## src/rtl/spi_slave_regfile.sv

```systemverilog
// spi_slave_regfile: SPI target holding a small register file, decoding frames of
//   [read flag | index] address field followed by write or read data, MSB first,
//   one bit per clk_serial posedge while ss_n is low.
// Ports: clk_serial/reset (sync, active-high); ss_n, mosi in, miso out (serial link);
//   reg_rd_addr -> reg_rd_data local combinational readback; wr_strobe/wr_addr/wr_data
//   one-cycle commit event; frame_active high while a frame is being decoded.
// Optional: define SPI_SLAVE_ERR_CNT_EN to add err_clear input and err_count[7:0],
//   a saturating count of frames aborted by an early ss_n rise.
module spi_slave_regfile #(
  parameter int          ADDR_BYTES = 1,
  parameter int          DATA_BYTES = 1,
  parameter int          NUM_REGS   = 16,
  parameter int unsigned RESET_VAL  = 0,
  localparam int         DW         = 8 * DATA_BYTES,
  localparam int         IW         = $clog2(NUM_REGS)
) (
  input  logic          clk_serial,
  input  logic          reset,
  input  logic          ss_n,
  input  logic          mosi,
  output logic          miso,
  input  logic [IW-1:0] reg_rd_addr,
  output logic [DW-1:0] reg_rd_data,
  output logic          wr_strobe,
  output logic [IW-1:0] wr_addr,
  output logic [DW-1:0] wr_data,
`ifdef SPI_SLAVE_ERR_CNT_EN
  input  logic          err_clear,
  output logic [7:0]    err_count,
`endif
  output logic          frame_active
);

  localparam int AW = 8 * ADDR_BYTES;
  localparam int CW = 5;

  localparam logic [2:0] ST_IDLE      = 3'd0;
  localparam logic [2:0] ST_ADDR      = 3'd1;
  localparam logic [2:0] ST_WDATA     = 3'd2;
  localparam logic [2:0] ST_RDATA     = 3'd3;
  localparam logic [2:0] ST_WAIT_HIGH = 3'd4;

  logic [2:0]    state_q, state_d;
  logic [CW-1:0] cnt_q, cnt_d;
  logic          rd_flag_q, rd_flag_d;
  logic [AW-3:0] addr_sh_q, addr_sh_d;
  logic [IW-1:0] idx_q, idx_d;
  logic [DW-2:0] data_sh_q, data_sh_d;
  logic [DW-1:0] rd_sh_q, rd_sh_d;
  logic          miso_q, miso_d;
  logic          wr_strobe_q, wr_strobe_d;
  logic [IW-1:0] wr_addr_q, wr_addr_d;
  logic [DW-1:0] wr_data_q, wr_data_d;
  logic          frame_active_q, frame_active_d;
  logic [DW-1:0] regs_q [NUM_REGS];
  logic [DW-1:0] regs_d [NUM_REGS];

  // Address/data including the bit sampled on this edge. The index is the address
  // field below the read flag, truncated (or zero-extended) to IW bits, so indices
  // beyond NUM_REGS alias modulo NUM_REGS.
  logic [AW-2:0] addr_next;
  logic [IW-1:0] addr_idx;
  logic [DW-1:0] data_next;
  logic [DW-1:0] rd_word;

  assign addr_next = {addr_sh_q, mosi};
  assign addr_idx  = IW'(addr_next);
  assign data_next = {data_sh_q, mosi};
  assign rd_word   = regs_q[addr_idx];

  always_comb begin
    state_d        = state_q;
    cnt_d          = cnt_q;
    rd_flag_d      = rd_flag_q;
    addr_sh_d      = addr_sh_q;
    idx_d          = idx_q;
    data_sh_d      = data_sh_q;
    rd_sh_d        = rd_sh_q;
    miso_d         = 1'b0;
    wr_strobe_d    = 1'b0;
    wr_addr_d      = wr_addr_q;
    wr_data_d      = wr_data_q;
    frame_active_d = frame_active_q;
    regs_d         = regs_q;

    case (state_q)
      ST_IDLE: begin
        if (!ss_n) begin
          rd_flag_d      = mosi;
          cnt_d          = CW'(AW - 2);
          frame_active_d = 1'b1;
          state_d        = ST_ADDR;
        end
      end
      ST_ADDR: begin
        if (ss_n) begin
          frame_active_d = 1'b0;
          state_d        = ST_IDLE;
        end else begin
          addr_sh_d = addr_next[AW-3:0];
          cnt_d     = cnt_q - CW'(1);
          if (cnt_q == '0) begin
            idx_d = addr_idx;
            cnt_d = CW'(DW - 1);
            if (rd_flag_q) begin
              // MSB goes out on this edge so the master's first read sample sees it.
              rd_sh_d = rd_word;
              miso_d  = rd_word[DW-1];
              state_d = ST_RDATA;
            end else begin
              state_d = ST_WDATA;
            end
          end
        end
      end
      ST_WDATA: begin
        if (ss_n) begin
          frame_active_d = 1'b0;
          state_d        = ST_IDLE;
        end else begin
          data_sh_d = data_next[DW-2:0];
          cnt_d     = cnt_q - CW'(1);
          if (cnt_q == '0) begin
            regs_d[idx_q]  = data_next;
            wr_strobe_d    = 1'b1;
            wr_addr_d      = idx_q;
            wr_data_d      = data_next;
            frame_active_d = 1'b0;
            state_d        = ST_WAIT_HIGH;
          end
        end
      end
      ST_RDATA: begin
        if (ss_n) begin
          frame_active_d = 1'b0;
          state_d        = ST_IDLE;
        end else if (cnt_q != '0) begin
          miso_d  = rd_sh_q[DW-2];
          rd_sh_d = rd_sh_q << 1;
          cnt_d   = cnt_q - CW'(1);
        end else begin
          // Master has sampled the LSB; release the line.
          frame_active_d = 1'b0;
          state_d        = ST_WAIT_HIGH;
        end
      end
      ST_WAIT_HIGH: begin
        frame_active_d = 1'b0;
        if (ss_n) begin
          state_d = ST_IDLE;
        end
      end
      default: begin
        frame_active_d = 1'b0;
        state_d        = ST_WAIT_HIGH;
      end
    endcase
  end

  // Reset lands in WAIT_HIGH so a frame cut by reset is never decoded from mid-stream.
  always_ff @(posedge clk_serial) begin
    if (reset) begin
      state_q        <= ST_WAIT_HIGH;
      cnt_q          <= '0;
      rd_flag_q      <= 1'b0;
      addr_sh_q      <= '0;
      idx_q          <= '0;
      data_sh_q      <= '0;
      rd_sh_q        <= '0;
      miso_q         <= 1'b0;
      wr_strobe_q    <= 1'b0;
      wr_addr_q      <= '0;
      wr_data_q      <= '0;
      frame_active_q <= 1'b0;
      for (int i = 0; i < NUM_REGS; i++) begin
        regs_q[i] <= DW'(RESET_VAL);
      end
    end else begin
      state_q        <= state_d;
      cnt_q          <= cnt_d;
      rd_flag_q      <= rd_flag_d;
      addr_sh_q      <= addr_sh_d;
      idx_q          <= idx_d;
      data_sh_q      <= data_sh_d;
      rd_sh_q        <= rd_sh_d;
      miso_q         <= miso_d;
      wr_strobe_q    <= wr_strobe_d;
      wr_addr_q      <= wr_addr_d;
      wr_data_q      <= wr_data_d;
      frame_active_q <= frame_active_d;
      regs_q         <= regs_d;
    end
  end

  // miso is forced low whenever the target is deselected.
  assign miso         = miso_q & ~ss_n;
  assign reg_rd_data  = regs_q[reg_rd_addr];
  assign wr_strobe    = wr_strobe_q;
  assign wr_addr      = wr_addr_q;
  assign wr_data      = wr_data_q;
  assign frame_active = frame_active_q;

`ifdef SPI_SLAVE_ERR_CNT_EN
  logic [7:0] err_cnt_q, err_cnt_d;
  logic       abort;

  always_comb begin
    abort     = ss_n && ((state_q == ST_ADDR) || (state_q == ST_WDATA) || (state_q == ST_RDATA));
    err_cnt_d = err_cnt_q;
    if (err_clear) begin
      err_cnt_d = '0;
    end else if (abort && (err_cnt_q != 8'hFF)) begin
      err_cnt_d = err_cnt_q + 8'd1;
    end
  end

  always_ff @(posedge clk_serial) begin
    if (reset) begin
      err_cnt_q <= '0;
    end else begin
      err_cnt_q <= err_cnt_d;
    end
  end

  assign err_count = err_cnt_q;
`endif

endmodule

```

## config.mk

```make
export PLATFORM = sky130hd
export DESIGN_NAME = spi_slave_regfile
export DESIGN_NICKNAME = d
export VERILOG_FILES = /design/src/rtl/spi_slave_regfile.sv
export SDC_FILE = /design/constraint.sdc
export NUM_CORES = 1
export LEC_CHECK = 0
export BUFFER_PORTS_ARGS = -buffer_cell sky130_fd_sc_hd__buf_2
export CELL_PAD_IN_SITES_DETAIL_PLACEMENT = 0
export CELL_PAD_IN_SITES_GLOBAL_PLACEMENT = 1
export CORE_MARGIN = 2
export CORE_UTILIZATION = 50
export DETAILED_ROUTE_END_ITERATION = 7
export PLACE_DENSITY = 0.82
export SLEW_MARGIN = 20
export SYNTH_ARGS = -nofsm -noshare
export SYNTH_HDL_FRONTEND = slang
export SYNTH_SLANG_ARGS = --single-unit
```

## constraint.sdc

```tcl
create_clock -name clk_serial -period 6.4 [get_ports clk_serial]
set_input_delay 0.32 -clock clk_serial [delete_from_list [all_inputs] [get_ports clk_serial]]
set_output_delay 0.32 -clock clk_serial [all_outputs]
set_load 0.005 [all_outputs]
```

==> results of run 1 <==
[sequential cells by signal, indices dropped and copies added (netlist names)]
register,count
rd_flag_q,1
rd_sh_q,7
wr_addr,4
data_sh_q,7
state_q,3
frame_active,1
cnt_q,5
wr_strobe,1
wr_data,8
addr_sh_q,3
regs_q,128
miso_q,1
idx_q,4
[kinds of logic after synthesis]
family          synth area share (%)
simple gates                   21.44
compound gates                 13.72
flops                          41.10
buf+inv                        4.099
mux                            19.28
xor+xnor                      0.2079
fa+ha+maj                     0.1485
[Yosys cell counts (all sizes together) (2+ instances only)]
cell | number | share of area, %
a2111oi | 6 | 0.62
a31oi | 2 | 0.15
clkbuf | 62 | 2.8
nand2 | 319 | 14
or3 | 3 | 0.22
mux2 | 6 | 0.80
a21oi | 172 | 10
and2 | 4 | 0.30
mux2i | 7 | 0.83
nor2b | 20 | 1.5
nand2b | 6 | 0.45
nor2 | 30 | 1.3
and3 | 3 | 0.22
dfxtp | 173 | 41
mux4 | 66 | 18
nor4b | 2 | 0.36
xor2 | 2 | 0.21
buf | 20 | 1.2
a221o | 6 | 0.71
inv | 4 | 0.18
o221a | 2 | 0.27
a211oi | 2 | 0.18
nor4 | 2 | 0.33
nor3 | 18 | 1.2
nand3 | 12 | 0.71
or2 | 3 | 0.22
o21ai | 18 | 1.1
or4b | 2 | 0.24
[final timing paths]
check                             to  slack (ns)                     from
max          rd_sh_q[4]$_SDFFE_PP0P_        3.53    cnt_q[0]$_SDFFE_PP0P_
min          state_q[2]$_SDFFE_PP1P_        0.37                     ss_n
max reg2reg  rd_sh_q[4]$_SDFFE_PP0P_        3.53    cnt_q[0]$_SDFFE_PP0P_
min reg2reg  wr_data[5]$_SDFFE_PP0P_        0.45  wr_data[5]$_SDFFE_PP0P_
[where the power goes]
group / switching [mW] / internal (mW)
registers: 0.00614 / 1.08
logic: 0.0630 / 0.0275
clock network: 0.456 / 0.655
total: 0.526 / 1.76
[worst min-delay path: stages]
cell and delay (ns):
buf_2 0.21, nor2_1 0.08, nor2_1 0.08, o21ai_0 0.07
[routing by layer]
metal,vias to the layer above,share of wire (%),track usage (%)
met1,3484,44,42.28
met5,-,0,0
met4,0,3.2,11.70
li1,3359,-,-
met2,293,45,43.68
met3,59,7.8,6.916
[final cells by class]
cell class	instances	area, sq um	share of cell area (%)
Multi-Input combinational cell	720	4617	50.07
Sequential cell	173	3465	37.58
Clock buffer	19	432.9	4.695
Tap cell	220	275.3	2.985
Timing Repair Buffer	38	225.2	2.443
Clock inverter	13	190.2	2.063
Inverter	4	15.01	0.1628
[metrics by stage]
stage	power [mW]	cell area [sq um]
final	2.288	9220
after global placement	1.199	8577
after detailed placement	1.200	8577
after global routing	2.347	9220
after floorplan	1.181	8426
after CTS	2.295	9200
[layout by cell type, fill, tap and decap left out, types with 6 or more instances in the layout]
cell       Yosys  routed
a2111oi_0      6       6
o21ai_0       18      18
mux2_2         6       6
nand3_1       12      12
dfxtp_1      173     172
nand2_1      319     319
clkbuf_16      0      17
nor2_1        30      30
a21oi_1      172     172
nor2b_1       20      20
mux4_2        66      66
mux2i_1        7       7
buf_4          0       8
buf_2         12      29
nand2b_1       6       6
a221o_1        6       6
nor3_1        16      16
==> results.py, run 1 <==
metrics = {
    "status": {
        "status": "completed",
    },
    "cts": {
        "path_clk_slew_ns": 0.06,
        "cts_root_buf": "clkbuf_16",
        "clock_path_buffers": 2,
        "cts-resized-gates": 0,
        "postCtsHoldBufs": 0,
        "cts_buffers": 17,
        "htreeDepth": 4,
        "cts_setup_buffers": 0,
        "cts_tree": "built",
        "clock_sinks": 173,
        "clk_latency_ns": 0.44,
    },
    "power_and_ir_drop": {
        "p_per_area_mw_per_mm2": 248.2,
        "vdd_drop_max_v": 0.0002554,
        "leakagePower_nw": 2.936,
    },
    "routing": {
        "drtIter0Drc": 829,
        "drtPass1Iterations": 6,
        "vias": 7195,
        "drt.antenna.violating_nets": 0,
        "via_per_inst": 6.061,
        "drc_errors": 0,
        "routedWlPerCell_um": 21.31,
        "wirelength_um": 25290,
    },
    "placed_design": {
        "gp_congestion": 0.8673,
        "placedCellCount": 1154,
        "pre_cts_slack_ns": 3.566,
        "hpwl_um": 16050,
        "io_buffers": 30,
    },
    "floorplan": {
        "start_util_pct": 50.99,
        "design.portCount": 31,
        "rows": 47,
        "core_area_sq_mm": 0.01652,
        "die-area_sq_mm": 0.01791,
        "die_w_um": 133.8,
        "die_h_um": 133.8,
    },
    "setup_path": {
        "crit_family": "simple AND/OR/NAND/NOR gates",
        "worstSetupStartpointType": "register",
        "path_depth": 7,
        "crit_path_top_delay_cell": "or4b_1",
        "crit_arrival_ns": 3.22,
        "criticalPathCategory": "reg2reg",
        "cp_num_buf_inv": 1,
        "slowest_delay_ns": 0.79,
        "path_common_cell": "a21oi_1",
        "end_kind": "register",
        "crit_chain": "inv_1, ha_1, or4b_1, or3_1, a21oi_1, o21ai_0, a21oi_1",
        "critPathRequiredTime_ns": 6.75,
        "rr_worst_depth": 7,
        "critPathMaxFanout": 18,
    },
    "timing": {
        "skew_ns": 0.01221,
        "whs_ns": 0.3665,
        "finalCriticalPeriod_ns": 2.868,
        "maxSlewViolCount": 0,
        "hold_viol_final": 0,
        "fmax_ghz": 0.3487,
        "relSlewSlack_pct": 31.26,
        "fin_crit_sh_pct": 44.81,
        "worstMarginPinSlew_ns": 1.031,
        "rsz0062_at_grt": "no",
        "setup_ws_ns": 3.532,
        "setup_violations": 0,
        "finalSetupTns_ns": 0,
    },
    "min_path": {
        "holdPathStages": 4,
        "min_path_type": "in2reg",
    },
    "synth": {
        "synth_edf_count": 0,
        "avgSynthCellArea_sq_um": 8.606,
        "netlist_instances": 979,
        "ys_seq_area_share_pct": 41.10,
        "synth_seq_cells": 173,
        "syn_area_sq_mm": 0.008426,
        "async_flop_share_pct": 0,
        "syn-num-nets": 988,
        "yosys_warnings": 0,
        "synth_ff_type": "dfxtp_1",
        "synth_cell_types": 39,
    },
    "global_routing": {
        "grt_pass1_vias": 6855,
        "grt_pass1_wl_um": 40360,
        "grt_use_total_pct": 29.61,
        "overflow": 0,
        "antenna_found_initial": 0,
        "grt_max_degree": 103,
    },
    "final_layout": {
        "fill_cells": 1546,
        "n_antenna_cell": 0,
        "fin_nets": 963,
        "final_cells": 1187,
        "drive_gt1_share_pct": 15.72,
        "utilization_pct": 55.80,
        "area_growth_pct": 9.430,
    },
    "run": {
        "cap_violations": 0,
    },
}
Note: power is estimated with default switching activity, not from simulation.
==> run 2: changes to the inputs <==
Settings changed: CORE_UTILIZATION 50 to 48, PLACE_DENSITY 0.82 to 0.79.
Clock period 6.4 ns to 2.7 ns, I/O delays scaled along.
==> run 2 against run 1 <==
  * Clock skew fell by 0.0057 ns
  * Clock-buffer cell count rose by 5
  * Highest routed layer unchanged
  * Sequential power rose by 140%
  * Critical path type unchanged
  * Critical endpoint is now regs_q[51]$_SDFFE_PP0P_
  * Largest cell class unchanged
==> results.py, run 2 (synthesis results as in run 1) <==
metrics = {
    "routing": {
        "drtIter0Drc": 714,
        "via_per_inst": 5.925,
        "wirelength_um": 25120,
        "vias": 7223,
        "routedWlPerCell_um": 20.61,
        "drt.antenna.violating_nets": 0,
        "drc_errors": 0,
        "drtPass1Iterations": 5,
    },
    "final_layout": {
        "largest_reg_flops": 128,
        "n_antenna_cell": 0,
        "fill_cells": 1579,
        "layout_common_cells": "nand2_1, a21oi_1, dfxtp_1",
        "area_growth_pct": 12.10,
        "drive_gt1_share_pct": 18.01,
        "fin_nets": 992,
        "utilization_pct": 54.80,
        "final_common_cell": "nand2_1",
        "final_cell_area_sq_mm": 0.009445,
        "largest-register": "regs_q",
        "final_cells": 1219,
    },
    "power_and_ir_drop": {
        "p_int_mw": 4.030,
        "p_per_area_mw_per_mm2": 551.2,
        "p_switching_mw": 1.176,
        "power_frac_comb_pct": 4.9,
        "swShare_pct": 22.59,
        "leakagePower_nw": 3.089,
        "vdd_drop_max_v": 0.0004817,
        "p_seq_share_pct": 49.4,
        "total_power_mw": 5.206,
        "pwr-share-clk_pct": 45.7,
    },
    "status": {
        "status": "completed",
    },
    "floorplan": {
        "design.portCount": 31,
        "die_w_um": 136.5,
        "rows": 48,
        "core_area_sq_mm": 0.01724,
        "die-area_sq_mm": 0.01863,
        "die_h_um": 136.5,
        "start_util_pct": 48.88,
    },
    "timing": {
        "finalSetupTns_ns": 0,
        "setup_violations": 0,
        "worstMarginPinSlew_ns": 1.029,
        "skew_ns": 0.006499,
        "maxSlewViolCount": 0,
        "fmax_ghz": 0.4051,
        "relSlewSlack_pct": 31.34,
        "hold_viol_final": 0,
        "setup_ws_ns": 0.2314,
        "finalCriticalPeriod_ns": 2.469,
        "whs_ns": 0.04989,
        "rsz0062_at_grt": "no",
        "fin_crit_sh_pct": 91.43,
    },
    "setup_path": {
        "criticalPathCategory": "reg2reg",
        "rr_worst_depth": 7,
        "r2r_start": "cnt_q[0]$_SDFFE_PP0P_",
        "crit_arrival_ns": 2.82,
        "worstSetupStartpointType": "register",
        "rrSetupSlack_ns": 0.23,
        "regToRegEndpoint": "regs_q[51]$_SDFFE_PP0P_",
        "cp-startpoint": "cnt_q[0]$_SDFFE_PP0P_",
        "end_kind": "register",
        "critPathRequiredTime_ns": 3.05,
        "critPathMaxFanout": 8,
    },
    "global_routing": {
        "grt_use_total_pct": 28.53,
        "grt_pass1_vias": 6639,
        "overflow": 0,
        "grt_max_degree": 121,
        "antenna_found_initial": 1,
        "grt_pass1_wl_um": 39510,
    },
    "cts": {
        "clock_path_buffers": 2,
        "clk_latency_ns": 0.43,
        "cts_buffers": 17,
        "postCtsHoldBufs": 0,
        "cts_setup_buffers": 0,
        "cts_root_buf": "clkbuf_16",
        "htreeDepth": 4,
        "path_clk_slew_ns": 0.06,
        "cts_tree": "built",
        "cts-resized-gates": 0,
        "clock_sinks": 173,
    },
    "placed_design": {
        "gp_congestion": 0.8592,
        "hpwl_um": 17380,
        "pre_cts_slack_ns": 0.2440,
        "postPlaceCellArea_sq_mm": 0.008884,
        "io_buffers": 30,
        "placedCellCount": 1189,
    },
    "min_path": {
        "hold_end": "regs_q[106]$_SDFFE_PP0P_",
        "min_path_type": "in2reg",
        "holdPathStages": 2,
        "min-delay-start": "reset",
    },
    "run": {
        "cap_violations": 0,
    },
}
[run 2: changes by cell type in the layout (fill, tap and decap cells not counted), sizes merged]
cell	delta
clkinv	-1
clkinvlp	-2
bufinv	-3
inv	-1
buf	+29
clkbuf	+5
[run 2: layer usage]
layer	part of all wire [%]	GRT usage, %	vias up
li1	-	-	3417
met1	45	40.63	3517
met2	45	42.56	257
met3	7.7	7.370	32
met4	2.3	8.912	0
met5	0	0	-
[run 2: power by group through the flow]
stage | registers [mW] | clock network [mW] | logic [mW]
after global routing | 2.57 | 2.52 | 0.277
after detailed placement | 2.63 | 0 | 0.254
after floorplan | 2.62 | 0 | 0.174
after CTS | 2.57 | 2.41 | 0.255
after global placement | 2.63 | 0 | 0.254
final | 2.57 | 2.38 | 0.255
[run 2: critical path, cell delays in order, from the launching register on]
cell	delay [ns]
dfxtp_1	0.35
inv_1	0.07
ha_1	0.21
or4b_1	0.55
nor4_4	0.53
and3_1	0.42
nand2_1	0.10
a21oi_1	0.18
[run 2: layout make-up]
cell class	count	area [sq um]	area share, %
multi-input combinational	720	4617	48.88
clock inverter	6	60.06	0.6358
clock buffer	24	501.7	5.312
sequential	173	3465	36.68
tap	225	281.5	2.981
inverter	4	15.01	0.1590
timing repair buffer	67	505.5	5.352
[run 2: worst max path at each step]
stage / slack (ns) / endpoint / cells after the start
5_1_grt: 0.01 / regs_q[126]$_SDFFE_PP0P_ / 7
3_3_place_gp: 0.30 / rd_sh_q[0]$_SDFFE_PP0P_ / 7
4_1_cts: 0.25 / rd_sh_q[0]$_SDFFE_PP0P_ / 7
6_report: 0.23 / regs_q[51]$_SDFFE_PP0P_ / 7
3_5_place_dp: 0.24 / regs_q[51]$_SDFFE_PP0P_ / 7
2_1_floorplan: 0.51 / rd_sh_q[0]$_SDFFE_PP0P_ / 8
